`src/rtl/xrv_if_align_fifo.sv`:
```
// rtl/xrv_if_align_fifo.sv - instruction-fetch alignment buffer
// Aligned 32-bit fetch words in, halfword-aligned instructions out at bit 0.
module xrv_if_align_fifo #(
  parameter int DEPTH = 4
) (
  input  logic        clk,
  input  logic        rstb,
  input  logic        jmp,
  input  logic        jmp_addr_bit1,
  input  logic [31:0] wr_data,
  input  logic        wr_en,
  input  logic        rd_en,
  output logic [31:0] rd_data,
  output logic        full,
  output logic        empty
);

  localparam int CAP = 2 * DEPTH;
  localparam int PW  = $clog2(CAP);
  localparam int CW  = PW + 1;

  logic [15:0]   mem_q [CAP];
  logic [PW-1:0] wr_ptr_q, wr_ptr_d;
  logic [PW-1:0] rd_ptr_q, rd_ptr_d;
  logic [CW-1:0] count_q, count_d;
  logic          skip_q, skip_d;

  logic [PW-1:0] rd_ptr_p1, wr_ptr_p1;
  logic [15:0]   h0, h1;
  logic [CW-1:0] need, wr_need, free;
  logic          wr_ok, rd_ok;

  assign rd_ptr_p1 = rd_ptr_q + PW'(1);
  assign wr_ptr_p1 = wr_ptr_q + PW'(1);
  assign h0        = mem_q[rd_ptr_q];
  assign h1        = mem_q[rd_ptr_p1];

  // Any low-bit pattern other than 2'b11 marks a 16-bit compressed instruction.
  assign need    = (h0[1:0] != 2'b11) ? CW'(1) : CW'(2);
  assign wr_need = skip_q ? CW'(1) : CW'(2);
  assign free    = CW'(CAP) - count_q;

  assign empty = (count_q < need);
  assign full  = (count_q > CW'(CAP - 4));

  always_comb begin
    rd_data = 32'h0;
    if (count_q == CW'(1)) begin
      rd_data = {16'h0, h0};
    end else if (count_q != '0) begin
      rd_data = {h1, h0};
    end
  end

  assign wr_ok = wr_en && !jmp && (free >= wr_need);
  assign rd_ok = rd_en && !jmp && !empty;

  always_comb begin
    wr_ptr_d = wr_ptr_q;
    rd_ptr_d = rd_ptr_q;
    count_d  = count_q;
    skip_d   = skip_q;
    if (jmp) begin
      wr_ptr_d = '0;
      rd_ptr_d = '0;
      count_d  = '0;
      skip_d   = jmp_addr_bit1;
    end else begin
      if (wr_ok) begin
        wr_ptr_d = wr_ptr_q + PW'(wr_need);
        skip_d   = 1'b0;
      end
      if (rd_ok) begin
        rd_ptr_d = rd_ptr_q + PW'(need);
      end
      count_d = count_q + (wr_ok ? wr_need : CW'(0)) - (rd_ok ? need : CW'(0));
    end
  end

  always_ff @(posedge clk) begin
    if (rstb) begin
      wr_ptr_q <= '0;
      rd_ptr_q <= '0;
      count_q  <= '0;
      skip_q   <= 1'b0;
    end else begin
      wr_ptr_q <= wr_ptr_d;
      rd_ptr_q <= rd_ptr_d;
      count_q  <= count_d;
      skip_q   <= skip_d;
    end
  end

  // Halfword-aligned jump targets drop the low half of the first fetched word.
  always_ff @(posedge clk) begin
    if (!rstb && wr_ok) begin
      if (skip_q) begin
        mem_q[wr_ptr_q] <= wr_data[31:16];
      end else begin
        mem_q[wr_ptr_q]  <= wr_data[15:0];
        mem_q[wr_ptr_p1] <= wr_data[31:16];
      end
    end
  end

endmodule

```
`config.mk`:
```
export PLATFORM = sky130hd
export DESIGN_NAME = xrv_if_align_fifo
export DESIGN_NICKNAME = d
export VERILOG_FILES = /design/src/rtl/xrv_if_align_fifo.sv
export SDC_FILE = /design/constraint.sdc
export NUM_CORES = 1
export LEC_CHECK = 0
export ABC_AREA = 1
export BUFFER_PORTS_ARGS = -buffer_cell sky130_fd_sc_hd__buf_2
export CELL_PAD_IN_SITES_DETAIL_PLACEMENT = 1
export CELL_PAD_IN_SITES_GLOBAL_PLACEMENT = 2
export CORE_AREA = 2 2 204 206
export CTS_CLUSTER_SIZE = 20
export DETAILED_ROUTE_END_ITERATION = 8
export DIE_AREA = 0 0 206 208
export PLACE_DENSITY_LB_ADDON = 0.1
export SKIP_CTS_REPAIR_TIMING = 1
export SLEW_MARGIN = 25
export SYNTH_ARGS = -nofsm -noshare
export SYNTH_HDL_FRONTEND = slang
export SYNTH_SLANG_ARGS = --single-unit
```
`constraint.sdc`:
```
create_clock -name clk -period 6.4 [get_ports clk]
set_input_delay 1.6 -clock clk [delete_from_list [all_inputs] [get_ports clk]]
set_output_delay 1.6 -clock clk [all_outputs]
set_load 0.005 [all_outputs]
```
Word-level counts from Yosys, hierarchy flattened
Memories as Yosys holds them, arrays and structs flattened. A register that Yosys moved wholly into a read port is not among the register bits.
Index checks and enable logic that the tools add are counted.
{"block": "totals", "register_bits": 11, "ram_bits": 128, "inputBits": 38, "output_inout_bits": 34, "memories": 1}
{"block": "classes", "n_addsub": 7, "order_cmp": 3, "eq_ne": 2, "mux": 17, "bitwise_logic": 1, "n_reduce_logical": 11}
{"memory": "mem_q", "words": 8, "width": 16, "rd": 2, "rd_ports_with_merged_regs": 1, "wr": 2, "line": "22", "source": "logic [15:0] mem_q [CAP];"}
{"cell": "two-way mux 32 bit", "n": 2}
{"cell": "two-way mux 16 bit", "n": 1}
{"cell": "two-way mux 1 bit", "n": 8}
{"cell": "two-way mux 2 bit", "n": 4}
{"cell": "adder 3 x 1 -> 3 bit (second input constant)", "n": 2}
{"cell": "adder 3 x 2 -> 3 bit", "n": 2}
{"cell": "two-way mux 3 bit", "n": 2}
{"cell": "logical AND 1 bit", "n": 5}
{"cell": "adder 4 x 2 -> 4 bit", "n": 1}
{"cell": "== test 4 x 1 -> 1 bit (second input constant)", "n": 1}
{"cell": ">= comparator 4 x 2 -> 1 bit", "n": 1}
{"cell": "> comparator 4 x 3 -> 1 bit (second input constant)", "n": 1}
{"cell": "less-than comparator 4 x 2 -> 1 bit", "n": 1}
{"cell": "nonzero test 4 bit", "n": 1}
{"cell": "subtractor 4 x 2 -> 4 bit", "n": 1}
{"cell": "subtractor 4 bit (first input constant)", "n": 1}
{"cell": "logical NOT 1 bit", "n": 3}
{"cell": "!= test 2 bit (second input constant)", "n": 1}
{"cell": "nonzero test 2 bit", "n": 1}
{"cell": "OR reduction 2 bit", "n": 1}
{"cell": "OR 1 bit", "n": 1}

Longest topological paths before layout
{"block": "depth", "ltp_word": 7, "depth_mapped": 21}

Least setup slack after synthesis
OpenSTA, ideal clock, no wires.
{"block": "synth_timing", "path_type": "input to register", "startpoint": "input wr_en", "endpoint": "memory mem_q[0][0] (enable)", "setup_ps": 411, "arrival_time_ps": 3469, "required_time_ps": 5989, "slack_ps": 2520, "cell_stages": 6, "n_path_buf": 0, "cell_sequence": "inv_1 -> nor2_1 -> nand2_1 -> nor2_1 -> nand3_1 -> o21ai_0"}
{"item": "start, declared", "line": "11", "source": "input logic wr_en,"}
{"item": "end, declared", "line": "22"}

Final worst setup path
{"block": "layout_timing", "startpoint": "register rd_ptr_q[0]", "endpoint": "output rd_data[20]"}
{"block": "layout_between", "elab_chain_cells": 4}
{"item": "start, declared", "line": "24", "source": "logic [PW-1:0] rd_ptr_q, rd_ptr_d;"}
{"item": "start signal, assigned", "line": "88", "source": "rd_ptr_q <= rd_ptr_d;"}
{"item": "adder 3 x 1 -> 3 bit", "line": "33", "source": "assign rd_ptr_p1 = rd_ptr_q + PW'(1);"}
{"item": "memory read (8 x 16 bit)"}
{"item": "two-way mux 32 bit", "line": "50", "source": "end else if (count_q != '0) begin"}
{"item": "two-way mux 32 bit", "line": "48", "source": "if (count_q == CW'(1)) begin"}
{"item": "end, declared", "line": "13", "source": "output logic [31:0] rd_data,"}
Every way passes these cells.

==> metrics.txt <==
largest net degree at the start of global routing=56; launch point of the critical path=rd_ptr_q[0]; startpoint type of the worst setup path=flip-flop; worst-margin pin slew=0.992 ns; post-synthesis instance total=1255; yosys warns=0; number of violations reported at the end of detailed-routing iteration 0=541; post-route insts no fill=1824; final instance area=11000 µm²; area share of fa/ha/maj cells after synthesis=2.77%; share of synthesized flip-flops with an asynchronous set or reset=0%; crit path max fanout=47; HPWL reported at the end of detailed placement=31200 µm; Total Die Area=42800 µm²; net count of the finished layout=1336; Port Buffers=71; synthesized net count=1312; dominant synthesized flop cell=sky130_fd_sc_hd__edfxtp_1; clock tree from TritonCTS=done; max-slew violation count=0; wire length of the first global-routing pass=63600 µm; setup slack at placement=1.76 ns; TritonCTS buffer count=17; worst rel slew slack=33.8%; diode insertion count for antenna repair=0; worst-skew pair later-pin latency=0.44 ns; drt first pass iters=7; unrepaired setup endpoints after global routing=no; final hold violation count=0; area of the core=40600 µm²; Period Utilization, post-route=75.3%; power density relative to cell area=281 nW/µm²; Final Routed Wirelength=42400 µm; Finish-stage setup viols=0; max-cap viol count=0; synthesis-to-layout area growth=13.7%; status=completed; clk sinks=142; arrival time worst endpoint=3.22 ns; most frequent cells in the layout=sky130_fd_sc_hd__nand2_1, sky130_fd_sc_hd__nand3_1, sky130_fd_sc_hd__o21ai_0; HP Class=flip-flop to flip-flop; number of filler instances in the final layout=4893; utilization after layout=27.1%; mean number of vias per cell=4.93; number of antenna violations at the first check in global routing=0; xor/xnor cell area share of the yosys netlist=0.363%; Site Rows=74; Crit path required time=4.80 ns; register area share after synthesis=42.7%; IO Pins=72; maximum resistive drop on vdd=0.137 mV; Lkg Pwr=4.57 nW; EDFF count, synth=128; largest family of logic cells by synthesized area=simple AND/OR/NAND/NOR gates; post-DR wirelength/cell=23.3 µm; horizontal die dimension=206 µm; Clock transition at path regs=0.07 ns; post-synthesis sequential element count=142; number of H-tree branching levels=4; number of cell instances on the worst register-to-register path=20; DR vias=8996; Tot GR Track Use=20.1%; effective utilization at floorplan=23.8%; time the final worst path needs with I/O delays and setup=4.82 ns; remaining design rule violation count=0; aggregate global routing overflow=0; compound-gate portion of the synthesized area=16.6%; mean instance size in the synthesized netlist=7.69 µm²; worst hold slack=0.564 ns; Worst Slack Setup Final=1.58 ns; post-synthesis cell area=9650 µm²; sort of element at the end of the critical path=primary output; power consumption=3.08 mW; Setup CP Type=flip-flop to primary output; multiplexer fraction of the synthesized cell area=0%; setup TNS=0 ns; number of stages on the worst hold path=2; root cell of the clock tree=sky130_fd_sc_hd__clkbuf_16; maximum achievable frequency=0.207 GHz; Post-Place Cell Area=10400 µm²; share of layout cells above drive strength 1=12.9%; share of synthesized cell area in and, or, nand and nor gates=27.1%; Cell Count Post-Placement=1792; Vert. Die Dim=208 µm; Final Wtd Congestion=0.774; via count of the first global-routing pass=8873; buffers from clock root to sink, at most=2; Netlist cell types=35; Post-DRT Antenna Nets=0; leading cell type in the layout, fill and taps excluded=sky130_fd_sc_hd__nand2_1; Clock Skews=0.00999 ns; Worst Min Path Start=rd_ptr_q[1]
-- cell families (layout without fill, tap and decap cells) --
| logic type | Yosys count | after routing |
|---|---|---|
| AOI/OAI and AO/OA | 299 | 299 |
| and+or+nand+nor | 573 | 573 |
| DFF | 142 | 142 |
| buffers and inverters | 218 | 255 |
| adders and majority gates | 19 | 19 |
| xor gates and xnor gates | 4 | 4 |
-- power breakdown --
part / total [mW] / internal [mW] / switching, mW / leakage [nW]
Clock: 1.09 / 0.655 / 0.436 / 0.296
Combinational: 0.891 / 0.276 / 0.615 / 3.01
Sequential: 1.10 / 1.07 / 0.0309 / 1.27
Total: 3.08 / 2.00 / 1.08 / 4.57
-- worst paths after layout --
check | slack [ns] | to
min | 0.56 | flip-flop
max reg2reg | 2.03 | count_q[3]
min reg2reg | 0.56 | flip-flop
max | 1.58 | rd_data[20]
-- final cells by class --
cell class / count / area (µm²) / share of cell area, %
multi-input cells: 895 / 4540 / 41.3
flip-flops and latches: 142 / 4130 / 37.6
well taps: 532 / 666 / 6.06
repair buffers: 98 / 558 / 5.08
inverters: 125 / 472 / 4.30
clock buffers: 19 / 433 / 3.94
clock inverters: 13 / 188 / 1.71
-- sequential cells by signal, indices dropped and copies added, names as in the netlist, named ones only --
name and count:
wr_ptr_q 3, mem_q 128, skip_q 1, rd_ptr_q 3, count_q 4
-- worst max-delay path: stages (launching register included) --
cell and delay (ns):
sky130_fd_sc_hd__dfxtp_2 0.79, sky130_fd_sc_hd__ha_1 0.28, sky130_fd_sc_hd__buf_4 0.53, sky130_fd_sc_hd__o21ai_0 0.19, sky130_fd_sc_hd__o21ai_0 0.46, sky130_fd_sc_hd__o21ai_0 0.14
sky130_fd_sc_hd__a31oi_1 0.21, sky130_fd_sc_hd__buf_2 0.16
-- synthesized netlist by cell type (2+ instances only) --
cell / number / area [µm²]
sky130_fd_sc_hd__buf_2: 7 / 35.0
sky130_fd_sc_hd__o21ai_1: 4 / 20.0
sky130_fd_sc_hd__xor2_1: 3 / 26.3
sky130_fd_sc_hd__buf_1: 5 / 18.8
sky130_fd_sc_hd__nor2_2: 4 / 25.0
sky130_fd_sc_hd__nand2_2: 16 / 100
sky130_fd_sc_hd__a21oi_1: 90 / 450
sky130_fd_sc_hd__inv_1: 119 / 447
sky130_fd_sc_hd__clkinv_1: 4 / 15.0
sky130_fd_sc_hd__edfxtp_1: 128 / 3840
sky130_fd_sc_hd__nand2_1: 247 / 927
sky130_fd_sc_hd__buf_4: 4 / 30.0
sky130_fd_sc_hd__nand2_4: 10 / 113
sky130_fd_sc_hd__a31oi_1: 16 / 100
sky130_fd_sc_hd__ha_1: 15 / 188
sky130_fd_sc_hd__nand3_1: 240 / 1200
sky130_fd_sc_hd__inv_2: 2 / 7.51
sky130_fd_sc_hd__nor2_1: 49 / 184
sky130_fd_sc_hd__clkbuf_1: 57 / 214
sky130_fd_sc_hd__fa_1: 4 / 80.1
sky130_fd_sc_hd__buf_6: 18 / 203
sky130_fd_sc_hd__dfxtp_1: 14 / 280
sky130_fd_sc_hd__o211ai_1: 14 / 105
sky130_fd_sc_hd__a311oi_1: 14 / 123
sky130_fd_sc_hd__o21ai_0: 160 / 801
sky130_fd_sc_hd__nor3_1: 2 / 10.0
-- per-layer routing --
| layer | global-route usage [%] | wire length, µm | vias up |
|---|---|---|---|
| li1 | - | - | 4367 |
| met1 | 34.0 | 24400 | 4466 |
| met2 | 26.8 | 16500 | 151 |
| met3 | 2.37 | 1310 | 12 |
| met4 | 3.30 | 290 | 0 |
| met5 | 0 | 0 | - |
No activity file was read; power rests on OpenSTA's default activity.
